`src/rtl/decoder_3to8_pkg.sv`:
```
// Shared types for the queued 3-to-8 decoder.
// FSM states, FIFO entry layout and one-hot helper.
package decoder_3to8_pkg;

  localparam int ENTRY_W = 4;
  localparam int CNT_W   = 8;

  typedef enum logic {
    IDLE = 1'b0,
    SHOW = 1'b1
  } state_e;

  typedef struct packed {
    logic       sympol;
    logic [2:0] code;
  } entry_t;

  // A cleared sympol means the encoder saw no bit set: show nothing.
  function automatic logic [7:0] onehot(entry_t e);
    return e.sympol ? (8'b1 << e.code) : 8'h00;
  endfunction

endpackage

```
`src/rtl/decoder_3to8_code_fifo.sv`:
```
// Small synchronous FIFO holding pending decoder entries.
// Occupancy counter carries the extra bit for full/empty.
module code_fifo
  import decoder_3to8_pkg::*;
#(
  parameter int DEPTH = 4
) (
  input  logic                     clk,
  input  logic                     rst,
  input  logic                     push,
  input  logic                     pop,
  input  logic [ENTRY_W-1:0]       din,
  output logic [ENTRY_W-1:0]       dout,
  output logic                     full,
  output logic                     empty,
  output logic [$clog2(DEPTH):0]   level
);

  localparam int AW = $clog2(DEPTH);

  logic [ENTRY_W-1:0] mem_q [DEPTH];
  logic [AW-1:0]      wr_q, wr_d;
  logic [AW-1:0]      rd_q, rd_d;
  logic [AW:0]        cnt_q, cnt_d;
  logic               do_push;
  logic               do_pop;

  assign full    = (cnt_q == (AW+1)'(DEPTH));
  assign empty   = (cnt_q == '0);
  assign level   = cnt_q;
  assign dout    = mem_q[rd_q];
  assign do_push = push & ~full;
  assign do_pop  = pop & ~empty;

  // Pointer and occupancy next-state; pointers wrap naturally.
  always_comb begin
    wr_d  = wr_q;
    rd_d  = rd_q;
    cnt_d = cnt_q;
    if (do_push) wr_d = wr_q + 1'b1;
    if (do_pop)  rd_d = rd_q + 1'b1;
    unique case ({do_push, do_pop})
      2'b10:   cnt_d = cnt_q + 1'b1;
      2'b01:   cnt_d = cnt_q - 1'b1;
      default: cnt_d = cnt_q;
    endcase
  end

  // Pointer and occupancy registers.
  always_ff @(posedge clk) begin
    if (rst) begin
      wr_q  <= '0;
      rd_q  <= '0;
      cnt_q <= '0;
    end else begin
      wr_q  <= wr_d;
      rd_q  <= rd_d;
      cnt_q <= cnt_d;
    end
  end

  // Storage needs no reset; occupancy gates every read.
  always_ff @(posedge clk) begin
    if (do_push) mem_q[wr_q] <= din;
  end

endmodule

```
`src/rtl/decoder_3to8.sv`:
```
// Queued 3-to-8 one-hot decoder with per-code hold time.
// Codes are buffered, then each is shown for HOLD cycles.
module decoder_3to8
  import decoder_3to8_pkg::*;
#(
  parameter int HOLD  = 4,
  parameter int DEPTH = 4
) (
  input  logic       clk,
  input  logic       rst,
  input  logic       in_valid,
  output logic       in_ready,
  input  logic [2:0] in_code,
  input  logic       in_sympol,
  output logic [7:0] D,
  output logic       out_valid,
  output logic       busy
);

  localparam int LW = $clog2(DEPTH) + 1;
  localparam logic [CNT_W-1:0] HOLD_M1 = CNT_W'(HOLD - 1);

  state_e           state_q, state_d;
  logic [7:0]       d_q, d_d;
  logic             ov_q, ov_d;
  logic             busy_q, busy_d;
  logic [CNT_W-1:0] cnt_q, cnt_d;

  logic          full;
  logic          empty;
  logic [LW-1:0] level;
  logic [LW-1:0] level_nxt;
  logic          push;
  logic          pop;
  logic          load;
  entry_t        head;
  entry_t        tail;

  assign in_ready = ~full & ~rst;
  assign push     = in_valid & in_ready;
  assign tail     = '{sympol: in_sympol, code: in_code};

  code_fifo #(
    .DEPTH (DEPTH)
  ) u_fifo (
    .clk   (clk),
    .rst   (rst),
    .push  (push),
    .pop   (pop),
    .din   (tail),
    .dout  (head),
    .full  (full),
    .empty (empty),
    .level (level)
  );

  // Next-state: pop and load on IDLE or at the end of a hold.
  always_comb begin
    state_d = state_q;
    d_d     = d_q;
    ov_d    = ov_q;
    cnt_d   = cnt_q;
    load    = 1'b0;
    unique case (state_q)
      IDLE: begin
        if (!empty) begin
          load = 1'b1;
        end else begin
          d_d  = 8'h00;
          ov_d = 1'b0;
        end
      end
      SHOW: begin
        if (cnt_q != '0) begin
          cnt_d = cnt_q - 1'b1;
        end else if (!empty) begin
          load = 1'b1;
        end else begin
          d_d     = 8'h00;
          ov_d    = 1'b0;
          state_d = IDLE;
        end
      end
      default: state_d = IDLE;
    endcase
    if (load) begin
      d_d     = onehot(head);
      ov_d    = 1'b1;
      cnt_d   = HOLD_M1;
      state_d = SHOW;
    end
    pop       = load;
    level_nxt = level + LW'(push) - LW'(pop);
    busy_d    = (level_nxt != '0) || (state_d == SHOW);
  end

  // FSM state and registered outputs.
  always_ff @(posedge clk) begin
    if (rst) begin
      state_q <= IDLE;
      d_q     <= 8'h00;
      ov_q    <= 1'b0;
      cnt_q   <= '0;
      busy_q  <= 1'b0;
    end else begin
      state_q <= state_d;
      d_q     <= d_d;
      ov_q    <= ov_d;
      cnt_q   <= cnt_d;
      busy_q  <= busy_d;
    end
  end

  assign D         = d_q;
  assign out_valid = ov_q;
  assign busy      = busy_q;

endmodule

```
`config.mk`:
```
export PLATFORM = sky130hd
export DESIGN_NAME = decoder_3to8
export DESIGN_NICKNAME = d
export VERILOG_FILES = /design/src/rtl/decoder_3to8_pkg.sv /design/src/rtl/decoder_3to8_code_fifo.sv /design/src/rtl/decoder_3to8.sv
export SDC_FILE = /design/constraint.sdc
export NUM_CORES = 1
export LEC_CHECK = 0
export CAP_MARGIN = 5
export CORE_ASPECT_RATIO = 1.75
export CORE_MARGIN = 8
export CORE_UTILIZATION = 50
export CTS_BUF_LIST = sky130_fd_sc_hd__clkbuf_8
export CTS_CLUSTER_DIAMETER = 120
export DETAILED_ROUTE_END_ITERATION = 10
export PLACE_DENSITY = 0.77
export SETUP_SLACK_MARGIN = 0.3
export SLEW_MARGIN = 20
export SYNTH_ARGS = -nofsm -noshare
export SYNTH_HDL_FRONTEND = slang
export SYNTH_SLANG_ARGS = --single-unit
export TNS_END_PERCENT = 5
```
`constraint.sdc`:
```
create_clock -name clk -period 3.6 [get_ports clk]
set_input_delay 0.36 -clock clk [delete_from_list [all_inputs] [get_ports clk]]
set_output_delay 0.36 -clock clk [all_outputs]
set_load 0.05 [all_outputs]
```
==> flow_summary.toml <==
[detailed_routing]
ant_nets = 0
drtPass1Iterations = 4
drc = 0
avgRoutedWirePerCell_um = 15.33
vias = 1253
wl_um = 3541
avgViaCountPerCell = 5.424
drt_iter0_drc = 37

[clocking]
clk_latency_ns = 0.29
cts_hold_buf = 0
cts.sinks = 44
cts_buffer_depth = 2
numCtsBuffers = 5
post-cts-setup-buffers = 0
cts_root_buf = "clkbuf_8"
cts.reportedPaths.clkPinSlew_ns = 0.08
cts_tree = "built"
htree_levels = 2
post_cts_resized = 0

[die]
die-area_um2 = 6184
design.core.area_um2 = 3791
die_x_um = 62.97
die_h_um = 98.20
row_count = 30
start_util = 0.5092
pin_count = 18

[power_and_ir_drop]
power_density_nw_per_um2 = 769.8
internal_power_mw = 1.050
max-vdd-ir-drop_mv = 0.4718
p_comb_frac = 0.433
power_frac_seq = 0.394
p_clk_frac = 0.173
switching_share = 0.3899
p_switching_mw = 0.6710
p_leak_nw = 0.7978

[setup_path]
endpoint_kind = "flip-flop"
critPathMaxStageDelay_ns = 0.52
crit_chain = "inv_1, ha_1, or3b_2, o21a_1, nor2_1, ha_1, inv_1, fa_1, xor2_1, or3_1, a21oi_1"
critPathLaunchType = "flip-flop"
crit_family = "simple AND/OR/NAND/NOR gates"
worstPathArrival_ns = 3.25
r2r_slack_ns = 0.59
r2r-start = "cnt_q[0]"
cp_max_fo = 10
path_buf_inv = 2
startpoint = "cnt_q[0]"
slowest_stage = "or3b_2"
worstPathRequired_ns = 3.83
worst-setup-path-type = "reg -> reg"

[sta]
finalCritPeriodShare = 0.8375
final_hold_viol_count = 0
hold_ws_ns = 0.4702
finalSetupTns_ns = 0
rsz0062_at_grt = "false"
fin_crit_ns = 3.015
fmax_ghz = 0.3317
setup-violations-final = 0
skew_ns = 0.002455
worst_pin_slew_ns = 0.5509
final_max_slew_viol_count = 0
slew_headroom = 0.6320

[synth]
synthArstFlopShare = 0
yosys_warnings = 0
postSynthAreaPerCell_um2 = 11.99
netlist_area_um2 = 1931
synth_nets = 179
yosysSeqAreaShare = 0.5392
synth_edf_count = 16
ys.flop_type = "dfxtp_1"
yosys.cell_types.count = 40
yosys_register_bits = 44
syn_inst = 161

[placement]
dpl_cell_area_um2 = 2148
placed_cells = 223
dpl.hpwl_um = 2617
gp_congestion = 0.7850
io_buffer_count = 17

[finish]
layout-drive-gt1-share = 0.1093
antenna_cells = 0
fillers = 306
fin_cells = 231
finalNetCount = 200
fin_area_um2 = 2236
syn_to_final_growth_pct = 15.81
regArea_um2 = 1041
multi_input_comb_area_um2 = 817.0

[run]
maxCapViolations = 0

[grt]
grt_max_degree = 20
grt_pass1_wl_um = 5837
track_usage = 0.1175
antenna_found_initial = 0
grt_overflow_total = 0
grt_pass1_vias = 1302

[status]
status = "finished, final reports clean"

[worst_hold_path]
min_from = "out_valid"
min_path_type = "reg -> reg"
[path summary, 6_finish.rpt]
check                    end  depth (start not counted)
min                out_valid                          1
max          u_fifo.level[2]                         11
max reg2reg  u_fifo.level[2]                         11
min reg2reg        out_valid                          1
[worst reg2reg max path: stages (launching register included)]
cell,delay (ns)
dfxtp_1,0.34
inv_1,0.09
ha_1,0.14
or3b_2,0.52
o21a_1,0.34
nor2_1,0.20
ha_1,0.23
inv_1,0.07
fa_1,0.39
xor2_1,0.17
or3_1,0.31
a21oi_1,0.14
[per-stage QoR]
step / total power, mW / util / setup WS [ns]
2_1_floorplan: 1.263 / - / 0.7852
3_3_place_gp: 1.384 / 0.5667 / 0.7194
3_5_place_dp: 1.429 / 0.5667 / 0.6141
4_1_cts: 1.736 / 0.5898 / 0.5861
5_1_grt: 1.848 / 0.5898 / 0.4506
6_report: 1.721 / 0.5898 / 0.5851
[registers in the layout (all words and copies together), names as in the netlist, 2 cells and up, named ones only]
name / cells
u_fifo.mem_q: 16
u_fifo.rd_q: 2
u_fifo.wr_q: 2
cnt_q: 8
u_fifo.level: 3
D: 8
[logic make-up (layout without fill, tap and decap cells)]
kind of cell               after synthesis  count (layout)  share of synthesized area
adders and majority gates               11              11                    0.07907
DFF                                     44              44                     0.5392
xor gates and xnor gates                10              10                    0.04537
AOI/OAI and AO/OA                       33              33                     0.1244
muxes                                    4               4                    0.04666
and+or+nand+nor                         42              42                     0.1277
buffers and inverters                   17              39                    0.03758
[final cells by class]
class                      count  area share
sequential                    44      0.4656
tap                           48     0.02686
clock inverter                 3    0.008394
multi-input combinational    100      0.3654
clock buffer                   5     0.03078
inverter                      12     0.02015
timing repair buffer          19     0.08282
[placed cells by master, fill, tap and decap left out, types with 5 or more instances in the layout]
cell and n:
nor2_1 17, a21oi_1 7, ha_1 9, clkdlybuf4s50_1 17
xor2_1 7, nor3_1 5, inv_1 12, dfxtp_1 28
edfxtp_1 16, clkbuf_8 5
[synthesized netlist by cell type, types with 2 or more instances]
cell type | count | area share
fa_1 | 2 | 0.021
nand2_1 | 3 | 0.0058
clkbuf_1 | 2 | 0.0039
a22o_1 | 4 | 0.018
a32o_1 | 4 | 0.021
xnor2_1 | 3 | 0.014
nor2_1 | 17 | 0.033
ha_1 | 9 | 0.058
edfxtp_1 | 16 | 0.25
xor2_1 | 7 | 0.032
nor2b_1 | 2 | 0.0065
or3_1 | 4 | 0.013
mux4_2 | 4 | 0.047
o21ai_0 | 4 | 0.010
dfxtp_1 | 28 | 0.29
o21a_1 | 2 | 0.0078
o211ai_1 | 2 | 0.0078
a21oi_1 | 7 | 0.018
a211oi_1 | 2 | 0.0078
inv_1 | 12 | 0.023
nor3_1 | 5 | 0.013
and2_1 | 4 | 0.013
[power groups by stage]
stage / registers (mW) / logic [mW] / clock network [mW]
detailed placement: 0.689 / 0.741 / 0
finish: 0.678 / 0.746 / 0.297
global route: 0.690 / 0.832 / 0.325
CTS: 0.677 / 0.750 / 0.308
floorplan: 0.719 / 0.545 / 0
global placement: 0.684 / 0.700 / 0
[routing by layer]
metal	wire [um]	vias to the layer above	GRT usage
met5	0	-	0
met4	54	0	0.04770
met3	85	7	0.03096
met2	1943	15	0.2228
met1	1458	604	0.1145
li1	-	627	-
(Power assumes the default switching activity.)
